[src/rtl/psum_accumulator_if.sv]
// psum_accumulator_if
// Purpose: bundles the term-input handshake, group control and result-output
//          handshake of the partial-sum accumulator into one interface.
// Signals:
//   clear      group flush request (synchronous)
//   acc_len    terms per group minus 1, sampled on the first term of a group
//   in_valid   a carry-save term is offered
//   in_ready   accumulator accepts a term this cycle
//   in_sum     sum vector of the term
//   in_carry   weight-aligned carry vector of the term
//   out_valid  out_data/out_ovf hold a completed group
//   out_ready  downstream consumes the result
//   out_data   signed accumulated group result
//   out_ovf    signed overflow happened somewhere in the group
// Modports: master = producer/consumer side, slave = accumulator side.
interface psum_accumulator_if #(
  parameter int WIDTH = 16,
  parameter int ACC_W = 20
);
  logic             clear;
  logic [5:0]       acc_len;
  logic             in_valid;
  logic             in_ready;
  logic [WIDTH-1:0] in_sum;
  logic [WIDTH-1:0] in_carry;
  logic             out_valid;
  logic             out_ready;
  logic [ACC_W-1:0] out_data;
  logic             out_ovf;

  modport master (
    output clear, acc_len, in_valid, in_sum, in_carry, out_ready,
    input  in_ready, out_valid, out_data, out_ovf
  );

  modport slave (
    input  clear, acc_len, in_valid, in_sum, in_carry, out_ready,
    output in_ready, out_valid, out_data, out_ovf
  );
endinterface

[src/rtl/psum_accumulator.sv]
// psum_accumulator
// Purpose: resolves carry-save terms (sum + carry) from a compressor tree and
//          accumulates groups of 1..64 signed terms into an ACC_W-bit result,
//          flagging signed overflow anywhere in the group. One term per cycle;
//          the completed result is held until downstream takes it.
// Ports:
//   clk   sole clock, rising edge
//   rst   asynchronous active-high reset
//   bus   psum_accumulator_if slave modport (term input, control, result)
module psum_accumulator #(
  parameter int WIDTH = 16,
  parameter int ACC_W = 20
) (
  input  logic                clk,
  input  logic                rst,
  psum_accumulator_if.slave   bus
);

  typedef enum logic [1:0] {
    IDLE  = 2'd0,
    ACCUM = 2'd1,
    HOLD  = 2'd2
  } state_t;

  state_t           state;
  logic [ACC_W-1:0] acc;
  logic [5:0]       cnt;
  logic [5:0]       len_q;
  logic             ovf;

  logic [WIDTH-1:0] term_raw;
  logic [ACC_W-1:0] term;
  logic [ACC_W-1:0] sum;
  logic             add_ovf;
  logic             accept;
  logic             last_term;

  // Final carry-propagate add of the carry-save pair wraps at WIDTH bits;
  // the result is a two's complement value sign-extended to accumulator width.
  assign term_raw = bus.in_sum + bus.in_carry;
  assign term     = {{(ACC_W-WIDTH){term_raw[WIDTH-1]}}, term_raw};
  assign sum      = acc + term;

  // Signed overflow: both operands share a sign but the wrapped sum does not.
  assign add_ovf  = (acc[ACC_W-1] == term[ACC_W-1]) && (sum[ACC_W-1] != acc[ACC_W-1]);

  assign bus.in_ready = (state != HOLD);
  assign accept       = bus.in_valid && bus.in_ready;

  // cnt is the 0-based index of the last accepted term, so the incoming term
  // is number cnt+1; the group never runs past len_q so this cannot wrap.
  assign last_term = ((cnt + 6'd1) == len_q);

  // Single-process FSM. The result registers are loaded on the same edge that
  // enters HOLD so out_valid rises the cycle after the final term, and they
  // are left alone afterwards so the last result stays visible in IDLE/ACCUM.
  always_ff @(posedge clk or posedge rst) begin
    if (rst) begin
      state         <= IDLE;
      acc           <= '0;
      cnt           <= '0;
      len_q         <= '0;
      ovf           <= 1'b0;
      bus.out_valid <= 1'b0;
      bus.out_data  <= '0;
      bus.out_ovf   <= 1'b0;
    end else if (bus.clear) begin
      state         <= IDLE;
      acc           <= '0;
      cnt           <= '0;
      ovf           <= 1'b0;
      bus.out_valid <= 1'b0;
    end else begin
      case (state)
        IDLE: begin
          if (accept) begin
            acc   <= term;
            cnt   <= '0;
            len_q <= bus.acc_len;
            ovf   <= 1'b0;
            if (bus.acc_len == 6'd0) begin
              state         <= HOLD;
              bus.out_valid <= 1'b1;
              bus.out_data  <= term;
              bus.out_ovf   <= 1'b0;
            end else begin
              state <= ACCUM;
            end
          end
        end
        ACCUM: begin
          if (accept) begin
            acc <= sum;
            cnt <= cnt + 6'd1;
            ovf <= ovf | add_ovf;
            if (last_term) begin
              state         <= HOLD;
              bus.out_valid <= 1'b1;
              bus.out_data  <= sum;
              bus.out_ovf   <= ovf | add_ovf;
            end
          end
        end
        HOLD: begin
          if (bus.out_ready) begin
            state         <= IDLE;
            bus.out_valid <= 1'b0;
          end
        end
        default: begin
          state         <= IDLE;
          bus.out_valid <= 1'b0;
        end
      endcase
    end
  end

endmodule

[src/flat_wrapper.sv]
// flat-port wrapper written by rule: the top's interface ports become plain ports
module psum_accumulator_flat 
#(
  parameter int WIDTH = 16,
  parameter int ACC_W = 20
)
  (clk, rst, bus_clear, bus_acc_len, bus_in_valid, bus_in_sum, bus_in_carry, bus_out_ready, bus_in_ready, bus_out_valid, bus_out_data, bus_out_ovf);
  psum_accumulator_if #(.WIDTH(WIDTH), .ACC_W(ACC_W)) bus_i ();
  input  logic clk;
  input  logic rst;
  input wire logic [$bits(bus_i.clear)-1:0] bus_clear;
  input wire logic [$bits(bus_i.acc_len)-1:0] bus_acc_len;
  input wire logic [$bits(bus_i.in_valid)-1:0] bus_in_valid;
  input wire logic [$bits(bus_i.in_sum)-1:0] bus_in_sum;
  input wire logic [$bits(bus_i.in_carry)-1:0] bus_in_carry;
  input wire logic [$bits(bus_i.out_ready)-1:0] bus_out_ready;
  output wire logic [$bits(bus_i.in_ready)-1:0] bus_in_ready;
  output wire logic [$bits(bus_i.out_valid)-1:0] bus_out_valid;
  output wire logic [$bits(bus_i.out_data)-1:0] bus_out_data;
  output wire logic [$bits(bus_i.out_ovf)-1:0] bus_out_ovf;
  assign bus_i.clear = bus_clear;
  assign bus_i.acc_len = bus_acc_len;
  assign bus_i.in_valid = bus_in_valid;
  assign bus_i.in_sum = bus_in_sum;
  assign bus_i.in_carry = bus_in_carry;
  assign bus_i.out_ready = bus_out_ready;
  assign bus_in_ready = bus_i.in_ready;
  assign bus_out_valid = bus_i.out_valid;
  assign bus_out_data = bus_i.out_data;
  assign bus_out_ovf = bus_i.out_ovf;
  psum_accumulator #(.WIDTH(WIDTH), .ACC_W(ACC_W)) u_core (.clk(clk), .rst(rst), .bus(bus_i));
endmodule
[config.mk]
export PLATFORM = sky130hd
export DESIGN_NAME = psum_accumulator_flat
export DESIGN_NICKNAME = d
export VERILOG_FILES = /design/src/rtl/psum_accumulator_if.sv /design/src/rtl/psum_accumulator.sv /design/src/flat_wrapper.sv
export SDC_FILE = /design/constraint.sdc
export NUM_CORES = 1
export LEC_CHECK = 0
export ABC_AREA = 1
export BUFFER_PORTS_ARGS = -buffer_cell sky130_fd_sc_hd__buf_2
export CORE_AREA = 2 2 110 112
export CTS_CLUSTER_SIZE = 20
export DETAILED_ROUTE_END_ITERATION = 8
export DIE_AREA = 0 0 112 114
export SLEW_MARGIN = 40
export SYNTH_ARGS = -nofsm -noshare
export SYNTH_HDL_FRONTEND = slang
export SYNTH_SLANG_ARGS = --single-unit
[constraint.sdc]
create_clock -name clk -period 6.63 [get_ports clk]
set_input_delay 1.326 -clock clk [delete_from_list [all_inputs] [get_ports clk]]
set_output_delay 1.326 -clock clk [all_outputs]
set_load 0.1 [all_outputs]
==> results of run 1 <==
## critical path, delay by kind of cell
| family | cells | cell delay, ns |
|---|---|---|
| compound gates | 2 | 0.44 |
| xor+xnor | 2 | 0.53 |
| fa+ha+maj | 3 | 1.00 |
| buf+inv | 2 | 0.15 |
| simple gates | 12 | 1.05 |
## final timing paths
check,from,end,slack [ns],cells past startpoint
worst max-delay path,bus_in_carry[0],u_core.bus.out_data[18],2.40,21
worst min-delay path,u_core.bus.out_data[16],u_core.bus.out_data[16],0.48,2
worst max register to register,u_core.acc[0],u_core.bus.out_data[14],3.90,14
worst min register to register,u_core.bus.out_data[16],u_core.bus.out_data[16],0.48,2
max in group asynchronous,rst,u_core.bus.out_data[3],5.15,3
min in group asynchronous,rst,u_core.bus.out_data[18],1.11,3
## metrics by stage
step	cell area, µm²	util [%]	hold slack [ns]
after floorplan	4560	-	0.440
after global placement	5010	42.8	0.461
after detailed placement	5010	42.8	0.467
after CTS	5330	45.5	0.481
after global routing	5330	45.5	0.495
final	5330	45.5	0.476
## kinds of logic (layout without fill, tap and decap cells)
group,count (synthesis),after routing
AO/OA/AOI/OAI,114,114
XOR/XNOR,20,20
adder cells (fa/ha/maj),37,37
buffers and inverters,80,153
flip-flops,57,57
multiplexers,4,4
AND/OR/NAND/NOR,340,340
## cell usage after synthesis, drive strengths merged, types with 7 or more instances
master	number
nor2	45
inv	69
nand4	7
nand2	224
o21ai	48
ha	35
dfrtp	57
a21oi	38
o21bai	7
nand3	50
xor2	14
## final cells by class
| class | instances | area (µm²) | area share [%] |
|---|---|---|---|
| clock inverter | 6 | 82.6 | 1.55 |
| inverter | 69 | 259 | 4.86 |
| tap | 147 | 184 | 3.45 |
| clock buffer | 10 | 229 | 4.30 |
| sequential | 57 | 1430 | 26.8 |
| timing repair buffer | 68 | 352 | 6.60 |
| multi-input combinational | 515 | 2800 | 52.5 |
## metal layers
layer / routed length (µm) / up-vias / track usage [%] / part of all wire (%)
met5: 0 / - / 0 / 0
met4: 298 / 0 / 8.46 / 2.4
met3: 606 / 19 / 2.82 / 4.9
met2: 5500 / 125 / 33.0 / 45
met1: 5900 / 2005 / 27.3 / 48
li1: - / 2279 / - / -
## state kept, by name, indices dropped and copies added, names as in the netlist
register and flops:
u_core.bus.out_data 20, u_core.cnt 6, u_core.state 2, u_core.bus.out_ovf 1, u_core.ovf 1, u_core.bus.out_valid 1, u_core.len_q 6, u_core.acc 20
## power by group through the flow
stage               Clock [mW]  Sequential [mW]  Combinational (mW)
CTS                      0.501            0.529                1.29
floorplan                    0            0.938               0.629
finish                   0.495            0.528                1.29
detailed placement           0            0.533                1.29
global placement             0            0.528                1.28
global route             0.518            0.542                1.41
==> results.toml, run 1 <==
[clocking]
cts_resized = 0
clk_pin_slew_ns = 0.06
postCtsSetupRepairBufs = 0
clockBufferDepth = 2
insertion_delay_ns = 0.34
cts.sinks = 57
cts_tree = "yes"
htree_levels = 3
cts_buffers = 9
holdBufCountCts = 0
clock-root-buffer = "clkbuf_16"

[floorplan]
start_util_pct = 38.9
pin_count = 66
dieHeight_um = 114
rows = 40
die_x_um = 112
die-area_um2 = 12800
core_area_um2 = 11700

[setup_path]
end_kind = "register"
arrival_ns = 4.50
path_class = "in -> reg"
cpMaxStageDelayCell = "fa_1"
max_stage_delay_ns = 0.45
crit_required_ns = 6.90
crit_path_frequent_cell = "nand2_1"
path_cells = "buf_2, ha_1, fa_1, nand2_1, nand2_1, o21a_1, nand3_1, nand3_1, xor2_1, ha_1, nand2_1, inv_1, a21boi_0, nor2_1, nor2_1, nand3_1, xor2_1, nand2_1, nand2_1, nand2_1, nand2_1"
cp-start-kind = "input port"
path_max_fanout = 4

[yosys]
synth_top_area_share_pct = 31.3
synth_compound_area_share_pct = 14.9
syn_inst = 652
synth_top_family_by_area = "simple AND/OR/NAND/NOR gates"
yosysWarnings = 0
synth-seq-cells = 57
seq_area_frac_synth_pct = 31.3
async_reset_ff_share_pct = 100
yosys-top-cells-area = "dfrtp_1, nand2_1, ha_1"
synth-adder-area-share_pct = 10.5
synthesis.nets = 732
synth_mux_area_share_pct = 0.961
postSynthAreaPerCell_um2 = 6.99
ys_types = 40
synth_xor_area_share_pct = 3.85
yosysTopAreaCell = "dfrtp_1"
synth_edf_count = 0
yosys.area_share.simple_pct = 31.2
synth_flop_cell = "dfrtp_1"
syn_area_um2 = 4560

[finish]
layout.cells.non_filler = 872
final_common_cell = "nand2_1"
fillers = 1203
final_cell_mix = "nand2_1, inv_1, buf_2"
finish.net_count = 800
syn_to_final_growth_pct = 17.0
diodes = 0
drive_gt1_share_pct = 15.3

[sta]
rsz0062_at_grt = "false"
skew_ns = 0.0102
tightest_slew_ns = 0.688
hold_violations = 0
relSlewSlack_pct = 54.0
final-max-slew-violation-count = 0
max_freq_mhz = 237
tns_ns = 0
layout_min_cycle_time_ns = 4.23
fin_crit_sh_pct = 63.8
setup_viol = 0
setup_slack_ns = 2.40

[drt]
wl_per_cell_um = 14.1
firstDrtPassIters = 5
drc = 0
final_antenna_net_count = 0
initialDrtViolationCount = 274
wirelength_mm = 12.3
avgViaCountPerCell = 5.08
vias = 4428

[pwr]
p_sw_share_pct = 52.6
leakage_nw = 2.90
finalPower_mw = 2.31
peakVddDrop_uv = 286
pwr_density_cell_nw_per_um2 = 434
power.internal_mw = 1.10
power_frac_comb_pct = 55.7
p_switching_mw = 1.22
pwr-share-clk_pct = 21.4
seqPwrFrac_pct = 22.8

[run]
maxCapViolations = 0

[global_routing]
gr-usage-all-layers_pct = 20.3
antenna_found_initial = 0
grt_pass1_vias = 4328
grt-ovfl-total = 0
grt_max_degree = 58
grt_pass1_wl_mm = 20.6

[status]
status = "complete, no violations"

[place]
place_inst = 856
pre_cts_ws_ns = 2.12
place.detailed.hpwl_mm = 9.50
gp_congestion = 0.915
io_buffers = 65

[hold_path]
holdCritPathClass = "reg -> reg"
(Power assumes the default switching activity.)
==> inputs of run 2 (changes only) <==
- clock period: 6.63 -> 3.5 ns (I/O delays scaled with it)
==> run 2 against run 1 <==
Sequential power is 91% higher. Routed wire length up 6.8%. Sequential share of layout area decreased by 3.6 points.
==> results.toml, run 2 (synthesized netlist as in run 1, its figures left out) <==
[status]
status = "complete, no violations"

[setup_path]
arrival_ns = 3.49
crit_required_ns = 3.72
worst_r2r_endpoint = "u_core.bus.out_data[6]"
rrSetupSlack_ns = 0.99
path_class = "in -> reg"
end_kind = "register"
crit_buf_inv = 5
worst_r2r_path_depth = 14
cpMaxStageDelayCell = "ha_1"
cp_top_family = "simple AND/OR/NAND/NOR gates"
crit_path_frequent_cell = "nand2_1"
path_max_fanout = 5
max_stage_delay_ns = 0.35
reg2reg_from = "u_core.acc[0]"
path_depth = 21
cp-start-kind = "input port"
path_cells = "buf_2, ha_1, nand2_1, inv_1, a21oi_1, nand2_2, buf_4, xor2_1, buf_4, ha_1, nand2_1, nor2_1, nand4_1, nor2_1, nand2_1, nand3_2, inv_1, nand3_1, nand3b_1, nand3_1, nand2_1"

[sta]
skew_ns = 0.00786
hold_violations = 0
holdWs_ns = 0.359
fin_crit_sh_pct = 93.5
final-max-slew-violation-count = 0
tightest_slew_ns = 0.557
tns_ns = 0
max_freq_mhz = 306
relSlewSlack_pct = 62.6
setup_viol = 0
layout_min_cycle_time_ns = 3.27

[place]
place.detailed.hpwl_mm = 10.1
gp_congestion = 0.884
place_inst = 939
io_buffers = 65

[floorplan]
die-area_um2 = 12800
pin_count = 66
start_util_pct = 38.9
core_area_um2 = 11700
dieHeight_um = 114
rows = 40
die_x_um = 112

[clocking]
clk_pin_slew_ns = 0.05
holdBufCountCts = 0
cts.sinks = 57
cts_tree = "yes"
insertion_delay_ns = 0.33
clockBufferDepth = 2
cts_buffers = 9
clock-root-buffer = "clkbuf_16"
htree_levels = 3

[finish]
final_cell_mix = "nand2_1, buf_4, inv_1"
diodes = 0
fin_util_pct = 52.5
syn_to_final_growth_pct = 34.9
reg.largest.list = "u_core.acc (20), u_core.bus.out_data (20)"
drive_gt1_share_pct = 28.3
final_common_cell = "nand2_1"
layout.cells.non_filler = 956
finish.net_count = 884

[drt]
wirelength_mm = 13.1
initialDrtViolationCount = 254
drc = 0
wl_per_cell_um = 13.7
avgViaCountPerCell = 5.03
firstDrtPassIters = 4
vias = 4806
final_antenna_net_count = 0

[hold_path]
holdCritPathClass = "in -> async"

[global_routing]
grt-ovfl-total = 0
grt_max_degree = 32
grt_pass1_wl_mm = 21.9
gr-usage-all-layers_pct = 21.2
grt_pass1_vias = 4664
antenna_found_initial = 0

[pwr]
leakage_nw = 3.31
peakVddDrop_uv = 730
pwr_density_cell_nw_per_um2 = 773
finalPower_mw = 4.75

[run]
maxCapViolations = 0
-- run 2: changes by cell type in the layout (fill, tap and decap cells not counted), sizes merged --
cell	before	now
clkinv	3	2
clkbuf	10	11
clkinvlp	1	2
buf	68	152
bufinv	2	1
-- run 2: worst max path at each step --
stage / slack, ns / start / end
floorplan: 0.20 / bus_in_carry[5] / u_core.acc[17]
global placement: -0.22 / bus_in_carry[6] / u_core.bus.out_data[19]
detailed placement: -0.30 / bus_in_carry[5] / u_core.ovf
CTS: 0.04 / bus_in_carry[5] / u_core.bus.out_data[19]
global route: -0.02 / bus_in_carry[5] / u_core.acc[9]
finish: 0.23 / bus_in_carry[6] / u_core.ovf
-- run 2: where the power goes --
group,internal [mW],total (mW),switching [mW]
combinational,0.898,2.86,1.96
sequential,0.867,1.01,0.141
clock,0.567,0.880,0.313
total,2.33,4.75,2.42
-- run 2: cell type report --
class                           instances  area (µm²)
Clock buffer                           11         243
Clock inverter                          5        55.1
Fill cell                            1134        5570
Inverter                               69         259
Multi-Input combinational cell        515        3000
Sequential cell                        57        1430
Tap cell                              147         184
Timing Repair Buffer                  152         978
-- run 2: repair_timing --
item,CTS,global route
resized for setup,0,41
endpoints found under the setup margin,0,26
setup buffers,0,1
-- run 2: per-layer routing --
layer,share of wire (%),global-route usage (%),vias up
met4,1.4,7.32,0
met1,46,28.1,2259
li1,-,-,2437
met3,4.7,3.29,12
met2,48,35.8,98
met5,0,0,-
-- run 2: metrics by stage --
stage / cell area, µm² / setup slack (ns)
after floorplan: 4560 / 0.197
after global placement: 5640 / -0.218
after detailed placement: 5640 / -0.297
after CTS: 5940 / 0.0376
after global routing: 6150 / -0.0234
final: 6150 / 0.228
